### src/rtl/mm_pkg.sv
// Shared constants and helpers for the matrix-multiply datapath (PE chain, feeder, drain).
package mm_pkg;

    localparam int unsigned D_W_ACC = 64;
    localparam int unsigned N       = 16;

    function automatic int unsigned clog2(input int unsigned value);
        int unsigned res;
        res = 0;
        for (int unsigned x = 1; x < value; x = x << 1) begin
            res = res + 1;
        end
        return res;
    endfunction

endpackage

### src/rtl/mm_sync_fifo.sv
// Single-clock first-word-fall-through FIFO with occupancy count.
module mm_sync_fifo import mm_pkg::*; #(
    parameter int unsigned DEPTH = 16,
    parameter int unsigned WIDTH = 64
) (
    input  logic                    clk,
    input  logic                    rst,
    input  logic                    push_i,
    input  logic [WIDTH-1:0]        wdata_i,
    input  logic                    pop_i,
    output logic [WIDTH-1:0]        rdata_o,
    output logic                    full_o,
    output logic                    empty_o,
    output logic [clog2(DEPTH):0]   fill_o
);

    localparam int unsigned AW = clog2(DEPTH);

    logic [WIDTH-1:0] mem_q [DEPTH];
    logic [AW-1:0]    wr_ptr_q, wr_ptr_d;
    logic [AW-1:0]    rd_ptr_q, rd_ptr_d;
    logic [AW:0]      fill_q, fill_d;
    logic             push_ok, pop_ok;

    assign full_o  = (fill_q == (AW+1)'(DEPTH));
    assign empty_o = (fill_q == '0);
    assign fill_o  = fill_q;
    // Forced to zero when empty so the output word is defined out of reset.
    assign rdata_o = empty_o ? '0 : mem_q[rd_ptr_q];

    assign pop_ok  = pop_i & ~empty_o;
    // A full FIFO still accepts a word when the head leaves in the same cycle.
    assign push_ok = push_i & (~full_o | pop_ok);

    always_comb begin
        wr_ptr_d = wr_ptr_q;
        rd_ptr_d = rd_ptr_q;
        fill_d   = fill_q;
        if (push_ok) begin
            wr_ptr_d = wr_ptr_q + 1'b1;
        end
        if (pop_ok) begin
            rd_ptr_d = rd_ptr_q + 1'b1;
        end
        if (push_ok && !pop_ok) begin
            fill_d = fill_q + 1'b1;
        end else if (pop_ok && !push_ok) begin
            fill_d = fill_q - 1'b1;
        end
    end

    always_ff @(posedge clk or posedge rst) begin
        if (rst) begin
            wr_ptr_q <= '0;
            rd_ptr_q <= '0;
            fill_q   <= '0;
        end else begin
            wr_ptr_q <= wr_ptr_d;
            rd_ptr_q <= rd_ptr_d;
            fill_q   <= fill_d;
        end
    end

    always_ff @(posedge clk) begin
        if (push_ok) begin
            mem_q[wr_ptr_q] <= wdata_i;
        end
    end

endmodule

### src/rtl/mm_col_drain.sv
// Buffers the non-stallable result chain of one PE column and re-emits it as a
// valid/ready stream with a last flag every N words.
module mm_col_drain import mm_pkg::*; #(
    parameter int unsigned D_W_ACC    = mm_pkg::D_W_ACC,
    parameter int unsigned N          = mm_pkg::N,
    parameter int unsigned FIFO_DEPTH = 16
) (
    input  logic                          clk,
    input  logic                          rst,
    input  logic [D_W_ACC-1:0]            in_data,
    input  logic                          in_valid,
    output logic [D_W_ACC-1:0]            m_tdata,
    output logic                          m_tvalid,
    input  logic                          m_tready,
    output logic                          m_tlast,
    output logic [clog2(FIFO_DEPTH):0]    fill,
    output logic                          overflow
);

    localparam int unsigned CntW = (N > 1) ? clog2(N) : 1;

    logic            full, empty, pop, drop;
    logic [CntW-1:0] cnt_q, cnt_d;
    logic            overflow_q, overflow_d;

    mm_sync_fifo #(
        .DEPTH (FIFO_DEPTH),
        .WIDTH (D_W_ACC)
    ) u_fifo (
        .clk     (clk),
        .rst     (rst),
        .push_i  (in_valid),
        .wdata_i (in_data),
        .pop_i   (pop),
        .rdata_o (m_tdata),
        .full_o  (full),
        .empty_o (empty),
        .fill_o  (fill)
    );

    assign m_tvalid = ~empty;
    assign pop      = m_tvalid & m_tready;
    assign drop     = in_valid & full & ~pop;
    assign m_tlast  = m_tvalid & (cnt_q == CntW'(N - 1));
    assign overflow = overflow_q;

    always_comb begin
        cnt_d      = cnt_q;
        overflow_d = overflow_q | drop;
        if (pop) begin
            cnt_d = (cnt_q == CntW'(N - 1)) ? '0 : cnt_q + 1'b1;
        end
    end

    always_ff @(posedge clk or posedge rst) begin
        if (rst) begin
            cnt_q      <= '0;
            overflow_q <= 1'b0;
        end else begin
            cnt_q      <= cnt_d;
            overflow_q <= overflow_d;
        end
    end

endmodule

### config.mk
export PLATFORM = sky130hd
export DESIGN_NAME = mm_col_drain
export DESIGN_NICKNAME = d
export VERILOG_FILES = /design/src/rtl/mm_pkg.sv /design/src/rtl/mm_sync_fifo.sv /design/src/rtl/mm_col_drain.sv
export SDC_FILE = /design/constraint.sdc
export NUM_CORES = 1
export LEC_CHECK = 0
export CORE_MARGIN = 2
export CORE_UTILIZATION = 45
export CTS_CLUSTER_DIAMETER = 60
export CTS_CLUSTER_SIZE = 16
export DETAILED_ROUTE_END_ITERATION = 6
export PLACE_DENSITY = 0.67
export SLEW_MARGIN = 20
export SYNTH_ARGS = -nofsm -noshare
export SYNTH_HDL_FRONTEND = slang
export SYNTH_SLANG_ARGS = --single-unit
### constraint.sdc
create_clock -name clk -period 6.01 [get_ports clk]
set_input_delay 0.9015 -clock clk [delete_from_list [all_inputs] [get_ports clk]]
set_output_delay 0.9015 -clock clk [all_outputs]
set_load 0.1 [all_outputs]
Word-level counts from Yosys, hierarchy flattened
Memories as Yosys holds them, arrays and structs flattened.
Index checks and enable logic that the tools add are counted.
Storage, ports and cells
  memories kept: 1
  output and inout bits: 72
  word-level logic and storage cells: 36
  memory bits (writable): 1024
  flip-flop bits (word level): 18
  input port bits: 68
Operators by class
  equal/unequal tests: 2
  add/sub/neg operators: 5
  muxes and demuxes: 6
  reduce and logical (&&, ||, !) cells: 6
  bitwise gates (word level): 11
Memories
  u_fifo.mem_q: words 16, bits a word 64, rd ports 1, clocked after memory_dff 0, wr ports 1, line mm_sync_fifo.sv:19  | logic [WIDTH-1:0] mem_q [DEPTH];
Operators with widths (count)
  2-to-1 mux 64 bit: 1
  adder 4 x 1 -> 4 bit (second input constant): 3
  2-to-1 mux 5 bit: 2
  bitwise AND 1 bit: 6
  adder 5 x 1 -> 5 bit (second input constant): 1
  == test 5 bit (second input constant): 1
  zero test 5 bit: 1
  subtractor 5 x 1 -> 5 bit (second input constant): 1
  == test 4 bit (second input constant): 1
  2-to-1 mux 4 bit: 1
  inverter 1 bit: 3
  logical AND 1 bit: 2
  zero test 1 bit: 2
  2-to-1 mux 1 bit: 2
  OR 1 bit: 2
  nonzero test 2 bit: 1

Depth between registers and ports, before layout
  depth after elaboration: 10
  gate-level depth with buffers: 10
  depth with buffers taken out: 10

Modules after synthesis
Synthesis repeated with hierarchy kept, for this count alone.
Second synthesis, totals
  cell total of the unflattened synthesis: 1822
  area total of the unflattened synthesis: 40073.4 sq um
By module, submodules not included
  mm_sync_fifo: times used 1, area each 39823.2 sq um, cells an instance 1797, seq. area each 31074.8 sq um
  mm_col_drain: times used 1, area each 250.2 sq um, cells an instance 25, seq. area each 125.1 sq um

Worst setup path after synthesis
No wires, ideal clock.
  kind: reg-to-reg
  from: reg u_fifo.fill_q[0] (netlist: u_fifo.fill_o[0])
  to: mem u_fifo.mem_q[3][0] (enable)
  library setup time: 0.565 ns
  clock period less this slack: 6.810 ns
  arrival: 6.245 ns
  data required time: 5.445 ns
  stages on the path, launching flop included: 6
  setup slack: -0.800 ns
  cells stage by stage: dfrtp_1 or4_4 o31a_1 clkbuf_1 nand2_1 nor3_1
On the way
  word-level cells in the longest chain between the ends: 8
  elaborated cells between the ends (all ways): 10
RTL lines
  from (decl): line mm_sync_fifo.sv:22  | logic [AW:0] fill_q, fill_d;
  from (signal assigned): line mm_sync_fifo.sv:60  | fill_q <= fill_d;
  zero test 5 bit: line mm_sync_fifo.sv:26  | assign empty_o = (fill_q == '0);
  inverter 1 bit: line mm_sync_fifo.sv:31, mm_col_drain.sv:41
  bitwise AND 1 bit: line mm_col_drain.sv:42  | assign pop = m_tvalid & m_tready;
  bitwise AND 1 bit: line mm_sync_fifo.sv:31  | assign pop_ok = pop_i & ~empty_o;
  OR 1 bit (*): line mm_sync_fifo.sv:33  | assign push_ok = push_i & (~full_o | pop_ok);
  bitwise AND 1 bit (*): line mm_sync_fifo.sv:33
  named net u_fifo.push_ok: line mm_sync_fifo.sv:23  | logic push_ok, pop_ok;
  2-to-1 mux 1 bit (*): line mm_sync_fifo.sv:65  | if (push_ok) begin
  2-to-1 mux 1 bit (implied by the code) (*): line mm_sync_fifo.sv:66  | mem_q[wr_ptr_q] <= wdata_i;
  to (decl): line mm_sync_fifo.sv:19
Mark *: on every way through the listed nets, which the timed path passes. The rest lies on a longest branch.

Worst setup path after layout
  from: reg u_fifo.rd_ptr_q[3]
  to: out m_tdata[38]
On the way
  word-level cells in the longest chain between the ends: 2
RTL lines
  from (decl): line mm_sync_fifo.sv:21  | logic [AW-1:0] rd_ptr_q, rd_ptr_d;
  from (signal assigned): line mm_sync_fifo.sv:59  | rd_ptr_q <= rd_ptr_d;
  memory (16 x 64 bit)
  2-to-1 mux 64 bit: line mm_sync_fifo.sv:29  | assign rdata_o = empty_o ? '0 : mem_q[rd_ptr_q];
  to (decl): line mm_col_drain.sv:12  | output logic [D_W_ACC-1:0] m_tdata,
No other way between the ends.

==> impl_metrics.json <==
{
  "r2r-start": "u_fifo.fill_o[0]",
  "relSlewSlack": 0.314,
  "cts_sinks": 1042,
  "startpoint": "u_fifo.rd_ptr_q[3]",
  "worstHoldStart": "overflow",
  "cts_root_buffer": "clkbuf_16",
  "routabilityCongestion": 0.718,
  "final_max_slew_viol_count": 0,
  "grt_pass1_vias": 19119,
  "finalPower_mw": 24.2,
  "hold_path.class": "reg2reg",
  "cp-end-kind": "output pin",
  "rsz0062_at_grt": "no",
  "status": "finished, final reports clean",
  "initial_core_util": 0.452,
  "final_cell_area_sq_um": 45200,
  "hold_buffers": 0,
  "clock_latency_ps": 640,
  "power_leakage_nw": 13.8,
  "rows": 109,
  "grt.overflow.total": 0,
  "io_pins": 140,
  "drc_errors": 0,
  "cts.repair.resized": 0,
  "post_synth_num_cell_types": 35,
  "wl_per_cell_um": 28.5,
  "period_share": 0.851,
  "route.vias.total": 18074,
  "grt_pass1_wl_um": 127000,
  "clock_path_buffers": 3,
  "cts_tree": "built",
  "met1_usage": 0.271,
  "layout-drive-gt1-share": 0.259,
  "core_area_sq_um": 88100,
  "synth_edf_count": 1024,
  "cp-start-kind": "flop",
  "crit_fanout": 44,
  "finalWirelength_um": 86700,
  "avgSynthCellArea_sq_um": 23.7,
  "viasPerCell": 5.94,
  "irDropWorstVdd_uv": 567,
  "grt_max_degree": 74,
  "track_usage": 0.193,
  "die_area_sq_um": 90900,
  "cts_buffers": 78,
  "grt.met2_usage": 0.315,
  "antenna_found_initial": 6,
  "antenna_left": 0,
  "postPlaceCellArea_sq_um": 42900,
  "finClkSkew_ps": 22.5,
  "arrival_ps": 4210,
  "htree_levels": 3,
  "synth-seq-cells": 1042,
  "top_usage_layer": "met2",
  "synthCells": 1677,
  "groute.layer.met3.usage": 0.0317,
  "crit_type": "reg2out",
  "drv_cap": 0,
  "layout_commonest_cell": "edfxtp_1",
  "layout_common_cells": "edfxtp_1 (1024), mux4_2 (256), clkdlybuf4s50_1 (136)",
  "synth_flop_cell": "edfxtp_1",
  "fin_util": 0.513,
  "fin_crit_ps": 5110,
  "whs_ps": 476,
  "dr.pass1.iters": 5,
  "dpl.hpwl_um": 43000,
  "path_clk_slew_ps": 70,
  "setup_viol": 0,
  "synthArstFlopShare": 0.0173,
  "fin_nets": 1930,
  "cts_setup_buffers": 0,
  "synth_nets": 1756,
  "ys_seq_area_frac": 0.784,
  "p_per_area_nw_per_um2": 536,
  "worst_slew_pin_slew_ps": 1030,
  "ys_warn_count": 0,
  "syn_to_final_growth_pct": 13.5,
  "worst_ep_required_time_ps": 5110,
  "port_buffers": 139,
  "die-width_um": 301,
  "fp.dieH_um": 301,
  "hold_violations": 0,
  "fmax_ghz": 0.196,
  "syn_area_sq_um": 39800,
  "drtIter0Drc": 1940,
  "setup_tns_ps": 0
}
layout make-up:
| cell class | instances | area [sq um] |
|---|---|---|
| inverter | 7 | 26.3 |
| clock inverter | 12 | 128 |
| timing repair buffer | 183 | 1960 |
| sequential | 1042 | 31200 |
| antenna | 1 | 2.50 |
| tap | 1165 | 1460 |
| clock buffer | 94 | 2120 |
| multi-input combinational | 539 | 8290 |
| fill | 6850 | 42900 |
sequential cells by signal, summed over array words and instances, names as in the netlist:
signal	cells
cnt_q	4
overflow	1
u_fifo.fill_o	5
u_fifo.mem_q	1024
u_fifo.rd_ptr_q	4
u_fifo.wr_ptr_q	4
synth_stat cells (all sizes together) (2+ instances only):
cell type | instances | area share
a21o | 3 | 0.00057
a21oi | 3 | 0.00038
a221o | 65 | 0.016
buf | 48 | 0.0076
clkbuf | 41 | 0.0039
dfrtp | 18 | 0.011
edfxtp | 1024 | 0.77
ha | 10 | 0.0031
inv | 7 | 0.00066
mux2 | 65 | 0.018
mux4 | 256 | 0.14
nand2 | 18 | 0.0017
nand2b | 2 | 0.00031
nand3 | 2 | 0.00025
nand4 | 2 | 0.00031
nor2 | 16 | 0.0017
nor2b | 64 | 0.010
nor3 | 6 | 0.00075
o21ai | 7 | 0.00088
xnor2 | 9 | 0.0020
cell families after synthesis:
logic type,Yosys count,synth area share
simple gates,114,0.0159
flops,1042,0.784
mux,321,0.163
compound gates,83,0.0195
buf+inv,96,0.0121
xor+xnor,10,0.00220
fa+ha+maj,11,0.00364
per-layer routing:
metal | vias to the layer above | part of all wire
li1 | 7468 | -
met1 | 9864 | 0.43
met2 | 614 | 0.49
met3 | 118 | 0.058
met4 | 10 | 0.021
met5 | - | 0.00068
per-stage QoR:
stage	setup WS, ps	instances
CTS	858	3042
global route	781	3043
detailed placement	1530	2936
floorplan	917	1677
finish	898	3043
global placement	1530	2936
final timing paths:
| check | end | slack, ps | depth (start not counted) |
|---|---|---|---|
| setup / recovery | m_tdata[38] | 900 | 5 |
| hold / removal | overflow | 480 | 1 |
| setup reg to reg | u_fifo.fill_o[4] | 2440 | 10 |
| hold reg to reg | overflow | 480 | 1 |
| max in group asynchronous | u_fifo.rd_ptr_q[1] | 4760 | 2 |
| min in group asynchronous | overflow | 690 | 2 |
worst max-delay path: stages (launching register included):
cell	delay (ps)
dfrtp_4	920
buf_4	550
mux4_2	390
mux2_2	280
a221o_1	360
clkdlybuf4s50_1	990
power breakdown:
| part | switching [mW] | internal (mW) | leakage, nW | total [mW] |
|---|---|---|---|---|
| Clock | 2.36 | 2.54 | 1.10 | 4.90 |
| Sequential | 0.352 | 8.76 | 9.46 | 9.11 |
| Combinational | 6.75 | 3.47 | 3.29 | 10.2 |
(Power assumes the default switching activity.)
